`src/rtl/stream_pkt_sink_pkg.sv`:
```
`default_nettype none
// ---------------------------------------------------------------------------
// stream_pkt_sink_pkg
// Shared status bit positions, descriptor type, FSM state type and keep
// helpers for the packet sink.
// Revision: 1.0
// ---------------------------------------------------------------------------
package stream_pkt_sink_pkg;

  localparam int STAT_ERR   = 0;
  localparam int STAT_NOEOP = 1;
  localparam int STAT_KEEP  = 2;
  localparam int STAT_OVF   = 3;

  // Widest keep vector the helpers handle (512-bit data bus).
  localparam int KEEP_MAX_W = 64;
  localparam int DESC_LEN_W = 16;

  typedef struct packed {
    logic [DESC_LEN_W-1:0] len;
    logic [3:0]            status;
  } desc_t;

  typedef enum logic [0:0] {
    ST_IDLE   = 1'b0,
    ST_IN_PKT = 1'b1
  } state_t;

  // Number of enabled bytes in a (zero-extended) keep vector.
  function automatic logic [7:0] popcount_keep(input logic [KEEP_MAX_W-1:0] keep);
    logic [7:0] cnt;
    cnt = '0;
    for (int i = 0; i < KEEP_MAX_W; i++) begin
      cnt = cnt + {7'd0, keep[i]};
    end
    return cnt;
  endfunction

  // True when keep is nonzero and its ones form a run starting at bit 0.
  function automatic logic keep_contig(input logic [KEEP_MAX_W-1:0] keep);
    return (keep != '0) && ((keep & (keep + 1'b1)) == '0);
  endfunction

endpackage
`default_nettype wire

```
`src/rtl/stream_pkt_sink_if.sv`:
```
`default_nettype none
// ---------------------------------------------------------------------------
// stream_pkt_sink_if
// sop/eop/keep byte-stream bus with master and slave views.
// Revision: 1.0
// ---------------------------------------------------------------------------
interface stream_pkt_sink_if #(
  parameter int DATA_W = 64
) ();

  logic                valid;
  logic [DATA_W-1:0]   data;
  logic [DATA_W/8-1:0] keep;
  logic                sop;
  logic                eop;
  logic                err;
  logic                ready;

  modport master (
    output valid, data, keep, sop, eop, err,
    input  ready
  );

  modport slave (
    input  valid, data, keep, sop, eop, err,
    output ready
  );

endinterface
`default_nettype wire

```
`src/rtl/stream_pkt_sink_desc_fifo.sv`:
```
`default_nettype none
// ---------------------------------------------------------------------------
// stream_pkt_sink_desc_fifo
// Synchronous first-word-fall-through FIFO for packet descriptors.
// Registered write; head entry visible while not empty, zero when empty.
// Revision: 1.0
// ---------------------------------------------------------------------------
module stream_pkt_sink_desc_fifo
  import stream_pkt_sink_pkg::*;
#(
  parameter int  DEPTH = 4,
  parameter type T     = desc_t
) (
  input  wire  clk,
  input  wire  rst_n,
  input  wire  push,
  input  T     push_data,
  input  wire  pop,
  output T     pop_data,
  output logic full,
  output logic empty
);

  localparam int           AW       = $clog2(DEPTH);
  localparam logic [AW:0]  FULL_CNT = (AW+1)'(DEPTH);

  T              mem [DEPTH];
  logic [AW-1:0] wr_ptr;
  logic [AW-1:0] rd_ptr;
  logic [AW:0]   count;
  logic          do_push;
  logic          do_pop;

  assign full     = (count == FULL_CNT);
  assign empty    = (count == '0);
  assign do_push  = push && !full;
  assign do_pop   = pop && !empty;
  assign pop_data = empty ? T'('0) : mem[rd_ptr];

  // Pointer and occupancy bookkeeping; simultaneous push/pop keeps count.
  always_ff @(posedge clk or negedge rst_n) begin
    if (!rst_n) begin
      wr_ptr <= '0;
      rd_ptr <= '0;
      count  <= '0;
    end else begin
      if (do_push) wr_ptr <= wr_ptr + 1'b1;
      if (do_pop)  rd_ptr <= rd_ptr + 1'b1;
      case ({do_push, do_pop})
        2'b10:   count <= count + 1'b1;
        2'b01:   count <= count - 1'b1;
        default: count <= count;
      endcase
    end
  end

  // Storage array; contents are only observed when the slot is occupied.
  always_ff @(posedge clk) begin
    if (do_push) mem[wr_ptr] <= push_data;
  end

endmodule
`default_nettype wire

```
`src/rtl/stream_pkt_sink.sv`:
```
`default_nettype none
// ---------------------------------------------------------------------------
// stream_pkt_sink
// Slave end of the sop/eop/keep byte stream. Checks framing and keep,
// measures packet length and status, queues one descriptor per packet
// and keeps good/bad/drop statistics.
// Revision: 1.0
// ---------------------------------------------------------------------------
module stream_pkt_sink
  import stream_pkt_sink_pkg::*;
#(
  parameter int DATA_W     = 64,
  parameter int LEN_W      = 16,
  parameter int DESC_DEPTH = 4,
  parameter int CNT_W      = 16
) (
  input  wire                clk_i,
  input  wire                rst_n_i,
  stream_pkt_sink_if.slave   s_axis,
  output logic               pkt_valid_o,
  output logic [LEN_W-1:0]   pkt_len_o,
  output logic [3:0]         pkt_status_o,
  input  wire                pkt_ready_i,
  output logic [CNT_W-1:0]   pkt_cnt_o,
  output logic [CNT_W-1:0]   bad_cnt_o,
  output logic [CNT_W-1:0]   drop_cnt_o
);

  localparam int DATA_BE_W = DATA_W / 8;

  typedef struct packed {
    logic [LEN_W-1:0] len;
    logic [3:0]       status;
  } pkt_desc_t;

  state_t           state;
  logic [LEN_W-1:0] len_acc;
  logic [3:0]       stat_acc;
  logic             ready_en;

  logic             fifo_full;
  logic             fifo_empty;
  pkt_desc_t        head;

  logic             flush_cond;
  logic             flush_go;
  logic             accept;
  logic [7:0]       beat_bytes;
  logic             keep_bad;
  logic [LEN_W-1:0] base_len;
  logic [3:0]       base_stat;
  logic [LEN_W:0]   len_sum;
  logic [LEN_W-1:0] new_len;
  logic [3:0]       new_stat;
  logic             push_eop;
  logic             push;
  pkt_desc_t        push_desc;
  logic             drop;

  // A sop arriving while a packet is open closes that packet instead of
  // being consumed; the flush push only happens once there is space.
  assign flush_cond   = (state == ST_IN_PKT) && s_axis.valid && s_axis.sop;
  assign flush_go     = flush_cond && ready_en && !fifo_full;
  assign s_axis.ready = ready_en && !fifo_full && !flush_cond;
  assign accept       = s_axis.valid && s_axis.ready;

  // Per-beat length/status update and push/drop decisions.
  always_comb begin
    beat_bytes = popcount_keep(KEEP_MAX_W'(s_axis.keep));
    keep_bad   = s_axis.eop ? !keep_contig(KEEP_MAX_W'(s_axis.keep))
                            : (s_axis.keep != '1);
    base_len   = (state == ST_IDLE) ? '0 : len_acc;
    base_stat  = (state == ST_IDLE) ? '0 : stat_acc;
    len_sum    = {1'b0, base_len} + (LEN_W+1)'(beat_bytes);
    new_len    = len_sum[LEN_W] ? '1 : len_sum[LEN_W-1:0];
    new_stat   = base_stat;
    new_stat[STAT_ERR]  = base_stat[STAT_ERR]  | s_axis.err;
    new_stat[STAT_KEEP] = base_stat[STAT_KEEP] | keep_bad;
    new_stat[STAT_OVF]  = base_stat[STAT_OVF]  | len_sum[LEN_W];

    push_eop = accept && s_axis.eop && ((state == ST_IN_PKT) || s_axis.sop);
    drop     = accept && (state == ST_IDLE) && !s_axis.sop;
    push     = push_eop || flush_go;

    push_desc = '{len: new_len, status: new_stat};
    if (flush_go) begin
      push_desc        = '{len: len_acc, status: stat_acc};
      push_desc.status[STAT_NOEOP] = 1'b1;
    end
  end

  // Packet FSM, accumulators, ready enable and saturating statistics.
  always_ff @(posedge clk_i or negedge rst_n_i) begin
    if (!rst_n_i) begin
      state      <= ST_IDLE;
      len_acc    <= '0;
      stat_acc   <= '0;
      ready_en   <= 1'b0;
      pkt_cnt_o  <= '0;
      bad_cnt_o  <= '0;
      drop_cnt_o <= '0;
    end else begin
      ready_en <= 1'b1;
      case (state)
        ST_IDLE: begin
          if (accept && s_axis.sop && !s_axis.eop) begin
            len_acc  <= new_len;
            stat_acc <= new_stat;
            state    <= ST_IN_PKT;
          end
        end
        ST_IN_PKT: begin
          if (flush_go) begin
            state <= ST_IDLE;
          end else if (accept) begin
            len_acc  <= new_len;
            stat_acc <= new_stat;
            if (s_axis.eop) state <= ST_IDLE;
          end
        end
        default: state <= ST_IDLE;
      endcase

      if (push && (push_desc.status == '0) && (pkt_cnt_o != '1))
        pkt_cnt_o <= pkt_cnt_o + 1'b1;
      if (push && (push_desc.status != '0) && (bad_cnt_o != '1))
        bad_cnt_o <= bad_cnt_o + 1'b1;
      if (drop && (drop_cnt_o != '1))
        drop_cnt_o <= drop_cnt_o + 1'b1;
    end
  end

  stream_pkt_sink_desc_fifo #(
    .DEPTH (DESC_DEPTH),
    .T     (pkt_desc_t)
  ) u_desc_fifo (
    .clk       (clk_i),
    .rst_n     (rst_n_i),
    .push      (push),
    .push_data (push_desc),
    .pop       (pkt_valid_o && pkt_ready_i),
    .pop_data  (head),
    .full      (fifo_full),
    .empty     (fifo_empty)
  );

  assign pkt_valid_o  = !fifo_empty;
  assign pkt_len_o    = head.len;
  assign pkt_status_o = head.status;

endmodule
`default_nettype wire

```
`src/flat_wrapper.sv`:
```
// flat-port wrapper written by rule: the top's interface ports become plain ports
module stream_pkt_sink_flat import stream_pkt_sink_pkg::*;
#(
  parameter int DATA_W     = 64,
  parameter int LEN_W      = 16,
  parameter int DESC_DEPTH = 4,
  parameter int CNT_W      = 16
)
  (clk_i, rst_n_i, pkt_valid_o, pkt_len_o, pkt_status_o, pkt_ready_i, pkt_cnt_o, bad_cnt_o, drop_cnt_o, s_axis_valid, s_axis_data, s_axis_keep, s_axis_sop, s_axis_eop, s_axis_err, s_axis_ready);
  stream_pkt_sink_if #(.DATA_W(DATA_W)) s_axis_i ();
  input  wire clk_i;
  input  wire rst_n_i;
  output logic pkt_valid_o;
  output logic [LEN_W-1:0] pkt_len_o;
  output logic [3:0] pkt_status_o;
  input  wire pkt_ready_i;
  output logic [CNT_W-1:0] pkt_cnt_o;
  output logic [CNT_W-1:0] bad_cnt_o;
  output logic [CNT_W-1:0] drop_cnt_o;
  input wire logic [$bits(s_axis_i.valid)-1:0] s_axis_valid;
  input wire logic [$bits(s_axis_i.data)-1:0] s_axis_data;
  input wire logic [$bits(s_axis_i.keep)-1:0] s_axis_keep;
  input wire logic [$bits(s_axis_i.sop)-1:0] s_axis_sop;
  input wire logic [$bits(s_axis_i.eop)-1:0] s_axis_eop;
  input wire logic [$bits(s_axis_i.err)-1:0] s_axis_err;
  output wire logic [$bits(s_axis_i.ready)-1:0] s_axis_ready;
  assign s_axis_i.valid = s_axis_valid;
  assign s_axis_i.data = s_axis_data;
  assign s_axis_i.keep = s_axis_keep;
  assign s_axis_i.sop = s_axis_sop;
  assign s_axis_i.eop = s_axis_eop;
  assign s_axis_i.err = s_axis_err;
  assign s_axis_ready = s_axis_i.ready;
  stream_pkt_sink #(.DATA_W(DATA_W), .LEN_W(LEN_W), .DESC_DEPTH(DESC_DEPTH), .CNT_W(CNT_W)) u_core (.clk_i(clk_i), .rst_n_i(rst_n_i), .s_axis(s_axis_i), .pkt_valid_o(pkt_valid_o), .pkt_len_o(pkt_len_o), .pkt_status_o(pkt_status_o), .pkt_ready_i(pkt_ready_i), .pkt_cnt_o(pkt_cnt_o), .bad_cnt_o(bad_cnt_o), .drop_cnt_o(drop_cnt_o));
endmodule
```
`config.mk`:
```
export PLATFORM = sky130hd
export DESIGN_NAME = stream_pkt_sink_flat
export DESIGN_NICKNAME = d
export VERILOG_FILES = /design/src/rtl/stream_pkt_sink_pkg.sv /design/src/rtl/stream_pkt_sink_if.sv /design/src/rtl/stream_pkt_sink_desc_fifo.sv /design/src/rtl/stream_pkt_sink.sv /design/src/flat_wrapper.sv
export SDC_FILE = /design/constraint.sdc
export NUM_CORES = 1
export LEC_CHECK = 0
export CELL_PAD_IN_SITES_DETAIL_PLACEMENT = 1
export CELL_PAD_IN_SITES_GLOBAL_PLACEMENT = 2
export CORE_ASPECT_RATIO = 2
export CORE_UTILIZATION = 37
export DETAILED_ROUTE_END_ITERATION = 10
export PLACE_DENSITY = 0.88
export SLEW_MARGIN = 5
export SYNTH_ARGS = -nofsm -noshare
export SYNTH_HDL_FRONTEND = slang
export SYNTH_SLANG_ARGS = --single-unit
```
`constraint.sdc`:
```
create_clock -name clk_i -period 7.45 [get_ports clk_i]
set_clock_uncertainty 0.1 [all_clocks]
set_input_delay 1.49 -clock clk_i [delete_from_list [all_inputs] [get_ports clk_i]]
set_output_delay 1.49 -clock clk_i [all_outputs]
set_load 0.02 [all_outputs]
```
* Word level (Yosys, flattened, before mapping)
Memories as Yosys holds them, arrays and structs flattened. Index checks and enable logic that the tools add are counted.
Storage, ports and cells: memory bits (writable) 80, input port bits 79, memories kept 1, logic and storage cells 101, output and inout bits 70, flip-flop bits (word level) 77
Memories:
- u_core.u_desc_fifo.mem | words 4, bits a word 20, rd ports 1, clocked after Yosys merged registers in 0, wr ports 1, line stream_pkt_sink_desc_fifo.sv:27 | T mem [DEPTH];
Cells by class: multiplexer cells 22, reduce and logical (&&, ||, !) cells 37, $add $sub $neg 16, bitwise operators 5, equal/unequal tests 10
Operators by type and width (count):
- $mux 16 | 5
- $and 8x64->64 | 1
- $logic_not 64->1 | 1
- $add 16x1->16 const B | 3
- $add 8x1->8 | 6
- $ne 16x16->1 const B | 3
- $mux 20 | 2
- $pmux 16 s2 | 1
- $logic_and 1x1->1 | 22
- $add 16x8->17 | 1
- $mux 4 | 4
- $add 8x1->9 const B | 1
- $ne 8x8->1 const B | 1
- $pmux 4 s2 | 1
- $reduce_bool 8->1 | 1
- $mux 1 | 7
- $logic_not 1->1 | 6
- $ne 2x2->1 const B | 3
- $pmux 3 s2 | 1
- $add 2x1->2 const B | 2
- $logic_not 4->1 | 1
- $reduce_bool 4->1 | 1
- $add 3x1->3 const B | 1
- $eq 3x3->1 const B | 1
- 11 further kinds | 14

* Logic depth before layout (Yosys ltp)
Gate-level depths: netlist (run 1).
word-level depth 13, gate-level depth with buffers 18, mapped depth without buffers 16

* Modules after synthesis
From an unflattened synthesis (run 1), not the netlist that was laid out.
Second synthesis, totals: cell total of the unflattened synthesis 631, area total of the unflattened synthesis 7797.5 µm²
By module, submodules not included:
- stream_pkt_sink | times used 1, seq. area each 1751.7 µm², area an instance 4264.1 µm², cells an instance 467
- stream_pkt_sink_desc_fifo | times used 1, seq. area each 2577.5 µm², area an instance 3533.4 µm², cells an instance 164

* Worst setup path after synthesis (run 1)
Ideal clock, no wire load.
path type input to register, start in s_axis_keep[0], end mem u_core.u_desc_fifo.mem[0][13] (netlist name) (data pin), stages on the path 14, arrival 5315 ps, library setup time 272 ps, path slack 1763 ps, buffers on the path 0, data required time 7078 ps, cells stage by stage inv_1 > ha_1 > inv_1 > fa_1 > fa_1 > fa_1 > inv_1 > fa_1 > ha_1 > a21o_1 > a21oi_1 > o21ba_2 > or4_1 > o311ai_0
RTL lines:
- from (decl) | line flat_wrapper.sv:22 | input wire logic [$bits(s_axis_i.keep)-1:0] s_axis_keep;
- to (decl) | line stream_pkt_sink_desc_fifo.sv:27

* Worst setup path after layout (run 1)
start in s_axis_keep[1], end reg u_core.pkt_cnt_o[9]
On the way: longest elaborated chain between the ends 13, elaborated cells on any way between the ends 22, classes of those cells add/sub: 9; eq/ne: 1; mux: 2; bitwise: 3; reduce/logical: 7
RTL lines:
- $add 1x1->2 | line stream_pkt_sink_pkg.sv:34 | cnt = cnt + {7'd0, keep[i]};
- $add 8x1->8 (6 in a row) | line stream_pkt_sink_pkg.sv:34
- $add 16x8->17 | line stream_pkt_sink.sv:74 | len_sum = {1'b0, base_len} + (LEN_W+1)'(beat_bytes);
- $or 1x1->1 | line stream_pkt_sink.sv:79 | new_stat[STAT_OVF] = base_stat[STAT_OVF] | len_sum[LEN_W];
- $mux 20 * | line stream_pkt_sink.sv:86 | if (flush_go) begin
- $logic_not 4->1 * | line stream_pkt_sink.sv:124 | if (push && (push_desc.status == '0) && (pkt_cnt_o != '1))
- $logic_and 1x1->1 * (2 in a row) | line stream_pkt_sink.sv:124
- to (signal assigned) | line stream_pkt_sink.sv:125 | pkt_cnt_o <= pkt_cnt_o + 1'b1;
- to (decl) | line stream_pkt_sink.sv:24 | output logic [CNT_W-1:0] pkt_cnt_o,
Every way passes the cells marked *; elsewhere a longest branch is shown, timed or not. A chain may end at the register's enable or synchronous reset.

==> run metrics, run 1 <==
GRT Total Usage 0.1899; final global-route overflow total 0; count of synthesis-stage warnings from yosys 0; overall die area 21600 um2; Routed Antenna Nets 0; number of non-filler instances in the completed layout between 1000 and 1500; largest voltage drop on the vdd net between 0.15 and 0.2 mV; Max transition margin 0.2869; ratio of cells with drive above 1 in the final layout 0.09530; class of the worst hold path flip-flop to flip-flop; unrepaired setup endpoints after global routing false; cell accounting for the most synthesized area sky130_fd_sc_hd__edfxtp_1; clock edge transition at the registers on the reported setup and hold paths 60 ps; core area 20460 um2; library cell contributing the largest single delay on the critical path sky130_fd_sc_hd__nand4bb_1; Worst Setup Start Kind primary input; nets 834; Max Slew Vio Count 0; number of nets produced by synthesis ~750; final setup TNS 0 ps; cell types with the largest area share after synthesis sky130_fd_sc_hd__edfxtp_1, sky130_fd_sc_hd__dfrtp_1, sky130_fd_sc_hd__mux4_2, sky130_fd_sc_hd__xnor2_1, sky130_fd_sc_hd__ha_1; count of standard-cell rows 74; HP Start u_core.bad_cnt_o[15]; count of input and output buffers 84; routed vias approximately 5400; Iter 0 DRT Violations around 330; worst slack at placement approximately 640 ps; critical path cell sequence clkdlybuf4s50_1 -> inv_1 -> ha_1 -> inv_1 -> fa_1 -> fa_1 -> fa_1 -> inv_1 -> fa_1 -> fa_1 -> nand3_1 -> and2_1 -> nor3_4 -> nand4bb_1 -> nor3_1 -> xnor2_1; share of synthesized registers carrying an async set or reset 0.4904; number of antenna violations at the first check in global routing 0; depth of the most critical reg-to-reg path 9; post-synthesis average cell area between 10 and 15 um2; kind of cell adding the most delay to the critical path adder cells; TritonCTS clock tree built; post-cts repair resize count 0; Post-Route WL about 19000 um; cts hold-fix bufs 0; maximum number of pins on one net before global-route repair just under 80; chip width about 100 um; routability congestion estimate from global placement roughly 0.8; Max Freq 0.1574 GHz; via count of the first global-routing pass just over 6000; clock period minus final worst setup slack 6353 ps; required time at the endpoint of the critical path 7690 ps; leakage power summed over all cells roughly 3.6 nW; area occupied by multi-input gates between 3000 and 4000 um2; end point of the worst hold path u_core.bad_cnt_o[15]; flip-flop and latch count after synthesis 157; cell count after synthesis between 600 and 700; proportion of synthesized chip area in sequential cells 0.5577; number of H-tree levels 4; P per Cell Area 310.3 nW/um2; Worst Tran Pin Value approximately 1100 ps; number of buffers inserted during clock tree synthesis 17; Root Buffer Master sky130_fd_sc_hd__clkbuf_16; hold path cells 1; Sinks on Clock Net 157; first-pass iteration count of the detailed router 4; global-route wire length before repair 31620 um; critical path type primary input to flip-flop; WP depth 16; Max Cap Violations 0; buffer depth of the longest clock path 2; total count of hold-check failures in the final report 0; area occupied by registers 4329 um2; area growth from synthesis to layout 21.15%; result of the run complete, no violations; Post-Place Cell Area about 9000 um2; kind of end point of the critical path flip-flop; sum of net half-perimeters after detailed placement 14320 um; maximum single-stage delay on the critical path 570 ps; # DRC 0; list of most frequent post-synthesis cells sky130_fd_sc_hd__edfxtp_1, sky130_fd_sc_hd__dfrtp_1, sky130_fd_sc_hd__nand2_1; clock latency on the worst-skew pair 420 ps; total instance count after detailed placement 979; Arrival @ worst endpoint 6590 ps; minimum hold slack slightly below 400 ps; final non-filler cell area around 9400 um2; Fillers 2118; mean number of vias per cell ~5.3; setup violation total in the final timing report 0; R2R Path End u_core.u_desc_fifo.mem[0][19]; maximum net fanout on the critical path 12; ys flop type sky130_fd_sc_hd__edfxtp_1; EDFF count, synth 80; top cell type's share of synthesized area 0.3095; post-synthesis instance area 7762 um2; top-level I/O count 149; startpoint of the worst register-to-register path u_core.state; period utilisation layout 0.8528; library cell with the highest instance count after synthesis sky130_fd_sc_hd__edfxtp_1; slack of the worst reg-to-reg path between 3000 and 4000 ps; y dimension of the die 206.8 um; per-cell routed wire length roughly 19 um; antenna diode count 0; Cell variety after synth between 60 and 70; CP most frequent cell sky130_fd_sc_hd__fa_1; CP bufs+invs 4; Initial Utilization 0.3794; setup slack after layout roughly 1100 ps; buffers inserted by post-CTS timing repair 0
-- final cells by class --
| type | instances | area share |
|---|---|---|
| clock inverter | 13 | 0.01251 |
| inverter | 29 | 0.01158 |
| multi-input combinational | 440 | 0.3415 |
| timing repair buffer | 87 | 0.09154 |
| sequential | 157 | 0.4604 |
| tap | 266 | 0.03539 |
| clock buffer | 19 | 0.04710 |
-- power by group --
part / total, W / switching [W] / leakage (nW) / internal [W]
clock network: 0.000824 / 0.000355 / 0.259 / 0.000469
logic: 0.000952 / 0.000496 / 1.64 / 0.000457
registers: 0.00114 / 0.000108 / 1.73 / 0.00103
-- cells by family (layout without fill, tap and decap cells) --
kind of cell | count (synthesis) | after routing | share of synthesized area
buffers and inverters | 53 | 148 | 0.02853
and+or+nand+nor | 246 | 246 | 0.1663
other | 1 | 1 | 0.0004831
adders and majority gates | 24 | 24 | 0.04417
AOI/OAI and AO/OA | 87 | 87 | 0.07141
DFF | 157 | 157 | 0.5577
xor gates and xnor gates | 52 | 52 | 0.05964
muxes | 30 | 30 | 0.07173
-- through the flow --
stage                     total power (W)    util
after floorplan                  0.001739       -
after global placement           0.002073  0.4322
after detailed placement         0.002125  0.4322
after CTS                        0.002956  0.4596
after global routing             0.003067  0.4596
final                            0.002918  0.4596
-- sequential cells by signal (all words and copies together), names as in the netlist, 3 cells and up --
name and count:
u_core.drop_cnt_o 16, u_core.len_acc 16, u_core.pkt_cnt_o 16, u_core.u_desc_fifo.count 3
u_core.stat_acc 4, u_core.bad_cnt_o 16, u_core.u_desc_fifo.mem 80
-- layer usage --
metal,up-vias,global-route usage,part of all wire
li1,2514,-,-
met1,2729,0.1785,0.35
met2,117,0.3810,0.58
met3,38,0.03642,0.034
met4,0,0.09745,0.036
met5,-,0,0
-- how the worst max path moves through the flow --
stage	start	to	slack [ps]
3_3_place_gp	s_axis_keep[1]	u_core.pkt_cnt_o[15]	790
4_1_cts	s_axis_keep[1]	u_core.pkt_cnt_o[9]	1070
2_1_floorplan	s_axis_keep[0]	u_core.u_desc_fifo.mem[0][13]	1760
5_1_grt	s_axis_keep[1]	u_core.pkt_cnt_o[9]	820
3_5_place_dp	s_axis_keep[1]	u_core.pkt_cnt_o[9]	640
6_report	s_axis_keep[1]	u_core.pkt_cnt_o[9]	1100
-- worst register-to-register path, cell delays in order, from the launching register on --
cell and delay [ps]:
sky130_fd_sc_hd__dfrtp_1 670, sky130_fd_sc_hd__buf_4 350, sky130_fd_sc_hd__and2_1 170, sky130_fd_sc_hd__ha_1 180
sky130_fd_sc_hd__fa_1 210, sky130_fd_sc_hd__nand3_1 160, sky130_fd_sc_hd__and2_1 270, sky130_fd_sc_hd__nor3_1 710
sky130_fd_sc_hd__nand2_1 380, sky130_fd_sc_hd__o211ai_1 300
-- layout by cell type, fill, tap and decap left out, types with 24 or more instances in the layout --
cell	instances
sky130_fd_sc_hd__a21oi_1	30
sky130_fd_sc_hd__and2_1	33
sky130_fd_sc_hd__clkdlybuf4s50_1	83
sky130_fd_sc_hd__dfrtp_1	77
sky130_fd_sc_hd__edfxtp_1	80
sky130_fd_sc_hd__inv_1	28
sky130_fd_sc_hd__nand2_1	53
sky130_fd_sc_hd__nand3_1	33
sky130_fd_sc_hd__nor2_1	47
sky130_fd_sc_hd__xnor2_1	27
sky130_fd_sc_hd__xor2_1	24
Note: power is estimated with default switching activity, not from simulation.
==> run 2: changes to the inputs <==
--- a/config.mk
+++ b/config.mk
@@ -10,7 +10,9 @@
 export CORE_ASPECT_RATIO = 2
 export CORE_UTILIZATION = 37
 export DETAILED_ROUTE_END_ITERATION = 10
+export MAX_ROUTING_LAYER = met4
 export PLACE_DENSITY = 0.88
+export SETUP_SLACK_MARGIN = 0.2
 export SLEW_MARGIN = 5
 export SYNTH_ARGS = -nofsm -noshare
 export SYNTH_HDL_FRONTEND = slang
==> run 2 against run 1 <==
  * Total power about the same
  * Hold slack improved by 1.5 ps
  * Sequential share of layout area unchanged
  * Critical path depth unchanged
  * Count of clock-buffer cells in the layout unchanged
  * Cell count unchanged
  * Core utilization unchanged
  * Flip-flop and latch count unchanged
  * Setup slack improved by 11 ps
  * Critical path type unchanged
  * Largest cell class unchanged
  * Largest power group unchanged
==> run metrics, run 2 (same netlist as run 1, synthesis figures left out) <==
result of the run complete, no violations; HP Start u_core.u_desc_fifo.count[2]; area growth from synthesis to layout 21.15%; number of buffers inserted during clock tree synthesis 17; core area approximately 20000 um2; TritonCTS clock tree built; final setup TNS 0 ps; sum of net half-perimeters after detailed placement roughly 14000 um; minimum hold slack between 300 and 400 ps; number of antenna violations at the first check in global routing 0; leading cell type in the layout, fill and taps excluded sky130_fd_sc_hd__clkdlybuf4s50_1; Iter 0 DRT Violations around 250; unrepaired setup endpoints after global routing false; maximum single-stage delay on the critical path 570 ps; commonest cells after routing, fill and taps aside sky130_fd_sc_hd__clkdlybuf4s50_1, sky130_fd_sc_hd__edfxtp_1, sky130_fd_sc_hd__dfrtp_1, sky130_fd_sc_hd__nand2_1, sky130_fd_sc_hd__nor2_1; first-pass iteration count of the detailed router 5; overall die area 21600 um2; CP most frequent cell sky130_fd_sc_hd__fa_1; routed vias about 5400; y dimension of the die around 210 um; maximum number of pins on one net before global-route repair ~80; post-cts repair resize count 0; number of flip-flops in the largest register 80; clock period minus final worst setup slack approximately 6300 ps; leakage power summed over all cells 3.636 nW; Post-Route WL slightly below 20000 um; hold path cells 1; Routed Antenna Nets 0; end point of the worst hold path u_core.u_desc_fifo.count[2]; buffers inserted by post-CTS timing repair 0; Max Freq 0.1577 GHz; count of standard-cell rows 74; total count of hold-check failures in the final report 0; clock latency on the worst-skew pair 430 ps; kind of end point of the critical path flip-flop; startpoint of the worst register-to-register path u_core.state; Max transition margin 0.2806; final global-route overflow total 0; Root Buffer Master sky130_fd_sc_hd__clkbuf_16; largest voltage drop on the vdd net ~0.19 mV; P per Cell Area approximately 310 nW/um2; global-route wire length before repair between 30000 and 40000 um; # DRC 0; required time at the endpoint of the critical path roughly 7700 ps; count of input and output buffers 84; routability congestion estimate from global placement 0.8179; Max Cap Violations 0; via count of the first global-routing pass roughly 6100; maximum net fanout on the critical path 12; register with the highest flop count u_core.u_desc_fifo.mem; number of H-tree levels 4; critical path type primary input to flip-flop; GRT Total Usage 0.1956; depth of the most critical reg-to-reg path 9; Worst Tran Pin Value 1079 ps; clock edge transition at the registers on the reported setup and hold paths around 60 ps; mean number of vias per cell 5.366; R2R Path End u_core.u_desc_fifo.mem[2][10]; slack of the worst reg-to-reg path between 3000 and 4000 ps; chip width approximately 100 um; buffer depth of the longest clock path 2; critical path cell sequence clkdlybuf4s50_1 -> inv_1 -> ha_1 -> inv_1 -> fa_1 -> fa_1 -> fa_1 -> inv_1 -> fa_1 -> fa_1 -> nand3_1 -> and2_1 -> nor3_4 -> nand4bb_1 -> nor3_1 -> xnor2_1; Worst Setup Start Kind primary input; library cell contributing the largest single delay on the critical path sky130_fd_sc_hd__nand4bb_1; period utilisation layout 0.8514; nets approximately 830; per-cell routed wire length about 19 um; setup violation total in the final timing report 0; ratio of cells with drive above 1 in the final layout 0.09530; cts hold-fix bufs 0; class of the worst hold path flip-flop to flip-flop; Arrival @ worst endpoint ~6600 ps; Initial Utilization 0.3794; top-level I/O count between 100 and 150; Max Slew Vio Count 0; antenna diode count 0; Sinks on Clock Net 157
-- run 2: power breakdown --
group / leakage, nW / internal, W / switching, W
logic: 1.64 / 0.000457 / 0.000496
clock network: 0.259 / 0.000469 / 0.000356
registers: 1.73 / 0.00103 / 0.000108
total: 3.64 / 0.00196 / 0.000959
-- run 2: stage by stage --
step | cell area, um2 | power [W] | std cells | setup slack (ps) | util
2_1_floorplan | 7762 | 0.001739 | 650 | 1763 | -
6_report | 9404 | 0.002919 | 1011 | 1107 | 0.4596
3_3_place_gp | 8843 | 0.002073 | 979 | 792.2 | 0.4322
3_5_place_dp | 8843 | 0.002125 | 979 | 644.4 | 0.4322
4_1_cts | 9404 | 0.002956 | 1011 | 1069 | 0.4596
5_1_grt | 9404 | 0.003066 | 1011 | 825.0 | 0.4596
-- run 2: layout make-up --
type                            instances  area (um2)
Sequential cell                       157        4329
Clock inverter                         13       117.6
Timing Repair Buffer                   87       860.8
Tap cell                              266       332.8
Clock buffer                           19       442.9
Fill cell                            2118       11060
Inverter                               29       108.9
Multi-Input combinational cell        440        3212
-- run 2: worst max path at each step --
stage / start / end / cells after the start
3_3_place_gp: s_axis_keep[1] / u_core.pkt_cnt_o[15] / 16
6_report: s_axis_keep[1] / u_core.pkt_cnt_o[9] / 16
3_5_place_dp: s_axis_keep[1] / u_core.pkt_cnt_o[9] / 16
2_1_floorplan: s_axis_keep[0] / u_core.u_desc_fifo.mem[0][13] / 14
5_1_grt: s_axis_keep[1] / u_core.pkt_cnt_o[9] / 16
4_1_cts: s_axis_keep[1] / u_core.pkt_cnt_o[9] / 16
-- run 2: routing by layer --
metal,GRT usage,share of wire,up-vias
met5,-,0,-
met1,0.1810,0.35,2748
met3,0.03234,0.032,41
li1,-,-,2512
met4,0.09745,0.039,0
met2,0.3808,0.58,124
-- run 2: critical path: cells and delay by family --
kind	cells	cell delay, ps
AND/OR/NAND/NOR	5	1660
XOR/XNOR	1	170
buffers and inverters	4	760
adder cells (fa/ha/maj)	6	2480
==> run 3: changes to the inputs <==
--- a/config.mk
+++ b/config.mk
@@ -5,13 +5,14 @@
 export SDC_FILE = /design/constraint.sdc
 export NUM_CORES = 1
 export LEC_CHECK = 0
+export ABC_CLOCK_PERIOD_IN_PS = 7000
 export CELL_PAD_IN_SITES_DETAIL_PLACEMENT = 1
 export CELL_PAD_IN_SITES_GLOBAL_PLACEMENT = 2
 export CORE_ASPECT_RATIO = 2
-export CORE_UTILIZATION = 37
+export CORE_UTILIZATION = 34
 export DETAILED_ROUTE_END_ITERATION = 10
 export MAX_ROUTING_LAYER = met4
-export PLACE_DENSITY = 0.88
+export PLACE_DENSITY = 0.82
 export SETUP_SLACK_MARGIN = 0.2
 export SLEW_MARGIN = 5
 export SYNTH_ARGS = -nofsm -noshare
==> constraint.sdc (replaced) <==
create_clock -name clk_i -period 7 [get_ports clk_i]
set_clock_uncertainty 0.1 [all_clocks]
set_input_delay 1.4 -clock clk_i [delete_from_list [all_inputs] [get_ports clk_i]]
set_output_delay 1.4 -clock clk_i [all_outputs]
set_load 0.02 [all_outputs]
==> run 3 against run 2 <==
  * Flip-flop and latch count did not move
  * Design area increased by 0.89%
  * Largest power group unchanged
  * Cell count up 1.2%
  * Setup slack lost 270 ps
  * Hold slack got worse by 3.4 ps
  * Wire length about the same
  * Clock power is 17% higher
  * Via count is 0.41% higher
  * Sequential share of layout area is 0.41 points lower
  * Count of clock-buffer cells in the layout up 2
==> run metrics, run 3 (same netlist as run 1, synthesis figures left out) <==
number of antenna violations at the first check in global routing 0; y dimension of the die approximately 220 um; Max transition margin 0.3003; top-level I/O count 149; critical path type primary input to flip-flop; number of flip-flops in the largest register 80; routability congestion estimate from global placement between 0.8 and 0.9; buffer depth of the longest clock path 2; GRT Total Usage 0.1884; Iter 0 DRT Violations about 240; maximum net fanout on the critical path 7; period utilisation layout 0.8797; first-pass iteration count of the detailed router 4; Root Buffer Master sky130_fd_sc_hd__clkbuf_16; count of input and output buffers 84; Max Cap Violations 0; commonest cells after routing, fill and taps aside sky130_fd_sc_hd__clkdlybuf4s50_1, sky130_fd_sc_hd__edfxtp_1, sky130_fd_sc_hd__dfrtp_1, sky130_fd_sc_hd__nand2_1, sky130_fd_sc_hd__nor2_1; setup violation total in the final timing report 0; post-cts repair resize count 0; chip width roughly 110 um; via count of the first global-routing pass slightly above 6000; routed vias around 5400; number of H-tree levels 4; maximum number of pins on one net before global-route repair 53; ratio of cells with drive above 1 in the final layout 0.09906; register with the highest flop count u_core.u_desc_fifo.mem; antenna diode count 0; depth of the most critical reg-to-reg path 8; Max Slew Vio Count 0; Routed Antenna Nets 0; largest voltage drop on the vdd net ~0.17 mV; clock period minus final worst setup slack between 6000 and 7000 ps; unrepaired setup endpoints after global routing false; per-cell routed wire length 19.00 um; cts hold-fix bufs 0; Max Freq ~0.16 GHz; area growth from synthesis to layout 22.23%; Worst Setup Start Kind primary input; required time at the endpoint of the critical path 7040 ps; Final Util 0.4263; # DRC 0; global-route wire length before repair between 30000 and 40000 um; count of standard-cell rows between 70 and 80; buffers inserted by post-CTS timing repair 0; clock edge transition at the registers on the reported setup and hold paths 60 ps; final setup TNS 0 ps; slack of the worst reg-to-reg path approximately 3600 ps; Post-Route WL a little under 20000 um; Sinks on Clock Net 157; total count of hold-check failures in the final report 0; overall die area ~23000 um2; leading cell type in the layout, fill and taps excluded sky130_fd_sc_hd__clkdlybuf4s50_1; Initial Utilization 0.3488; hold path cells 1; leakage power summed over all cells roughly 3.7 nW; core area 22260 um2; result of the run complete, no violations; kind of end point of the critical path flip-flop; nets around 840; mean number of vias per cell ~5.3; TritonCTS clock tree built; minimum hold slack between 300 and 400 ps; Worst Tran Pin Value between 1000 and 1500 ps; class of the worst hold path flip-flop to flip-flop; number of buffers inserted during clock tree synthesis 17; P per Cell Area between 300 and 400 nW/um2; final global-route overflow total 0; sum of net half-perimeters after detailed placement ~14000 um; Arrival @ worst endpoint a little over 6000 ps; clock latency on the worst-skew pair about 440 ps
run 3: power by group:
part	switching, W	leakage, nW	total, W	internal, W
sequential	0.000117	1.73	0.00122	0.00110
combinational	0.000524	1.65	0.00101	0.000486
clock	0.000378	0.291	0.000962	0.000584
total	0.00102	3.68	0.00319	0.00217
run 3: cell type report:
| type | instances | area (um2) |
|---|---|---|
| clock buffers | 21 | 460.4 |
| well taps | 276 | 345.3 |
| repair buffers | 89 | 875.8 |
| fillers | 2359 | 12770 |
| inverters | 29 | 108.9 |
| flip-flops and latches | 157 | 4329 |
| multi-input cells | 440 | 3212 |
| clock inverters | 11 | 156.4 |
run 3: metrics by stage:
step	worst slack (ps)	total power [W]	instance area (um2)	std cells
2_1_floorplan	1403	0.001851	7762	650
3_3_place_gp	499.1	0.002220	8871	991
3_5_place_dp	400.8	0.002268	8871	991
4_1_cts	851.7	0.003242	9488	1023
5_1_grt	496.6	0.003360	9488	1023
6_report	841.9	0.003189	9488	1023
run 3: worst max-delay path, cell delays in order:
cell                              delay (ps)
sky130_fd_sc_hd__clkdlybuf4s50_1         520
sky130_fd_sc_hd__inv_1                    80
sky130_fd_sc_hd__ha_1                    290
sky130_fd_sc_hd__inv_1                    80
sky130_fd_sc_hd__fa_1                    430
sky130_fd_sc_hd__fa_1                    460
sky130_fd_sc_hd__fa_1                    370
sky130_fd_sc_hd__inv_1                    90
sky130_fd_sc_hd__fa_1                    470
sky130_fd_sc_hd__ha_1                    310
sky130_fd_sc_hd__a21o_1                  100
sky130_fd_sc_hd__a21oi_1                 110
sky130_fd_sc_hd__o21ba_2                 290
sky130_fd_sc_hd__or4_1                   540
sky130_fd_sc_hd__o311ai_0                650
run 3: per-layer routing:
metal / vias up / share of wire / GRT usage
met5: - / 0 / -
met4: 0 / 0.032 / 0.09955
met3: 37 / 0.032 / 0.03624
met2: 115 / 0.57 / 0.3392
met1: 2782 / 0.36 / 0.1855
li1: 2513 / - / -
run 3: final timing paths:
| path | from | end |
|---|---|---|
| min in group asynchronous | rst_n_i | u_core.drop_cnt_o[14] |
| max in group asynchronous | rst_n_i | u_core.len_acc[0] |
| min | u_core.u_desc_fifo.count[2] | u_core.u_desc_fifo.count[2] |
| max | s_axis_keep[0] | u_core.u_desc_fifo.mem[1][13] |
| min reg2reg | u_core.u_desc_fifo.count[2] | u_core.u_desc_fifo.count[2] |
| max reg2reg | u_core.state | u_core.u_desc_fifo.mem[0][19] |
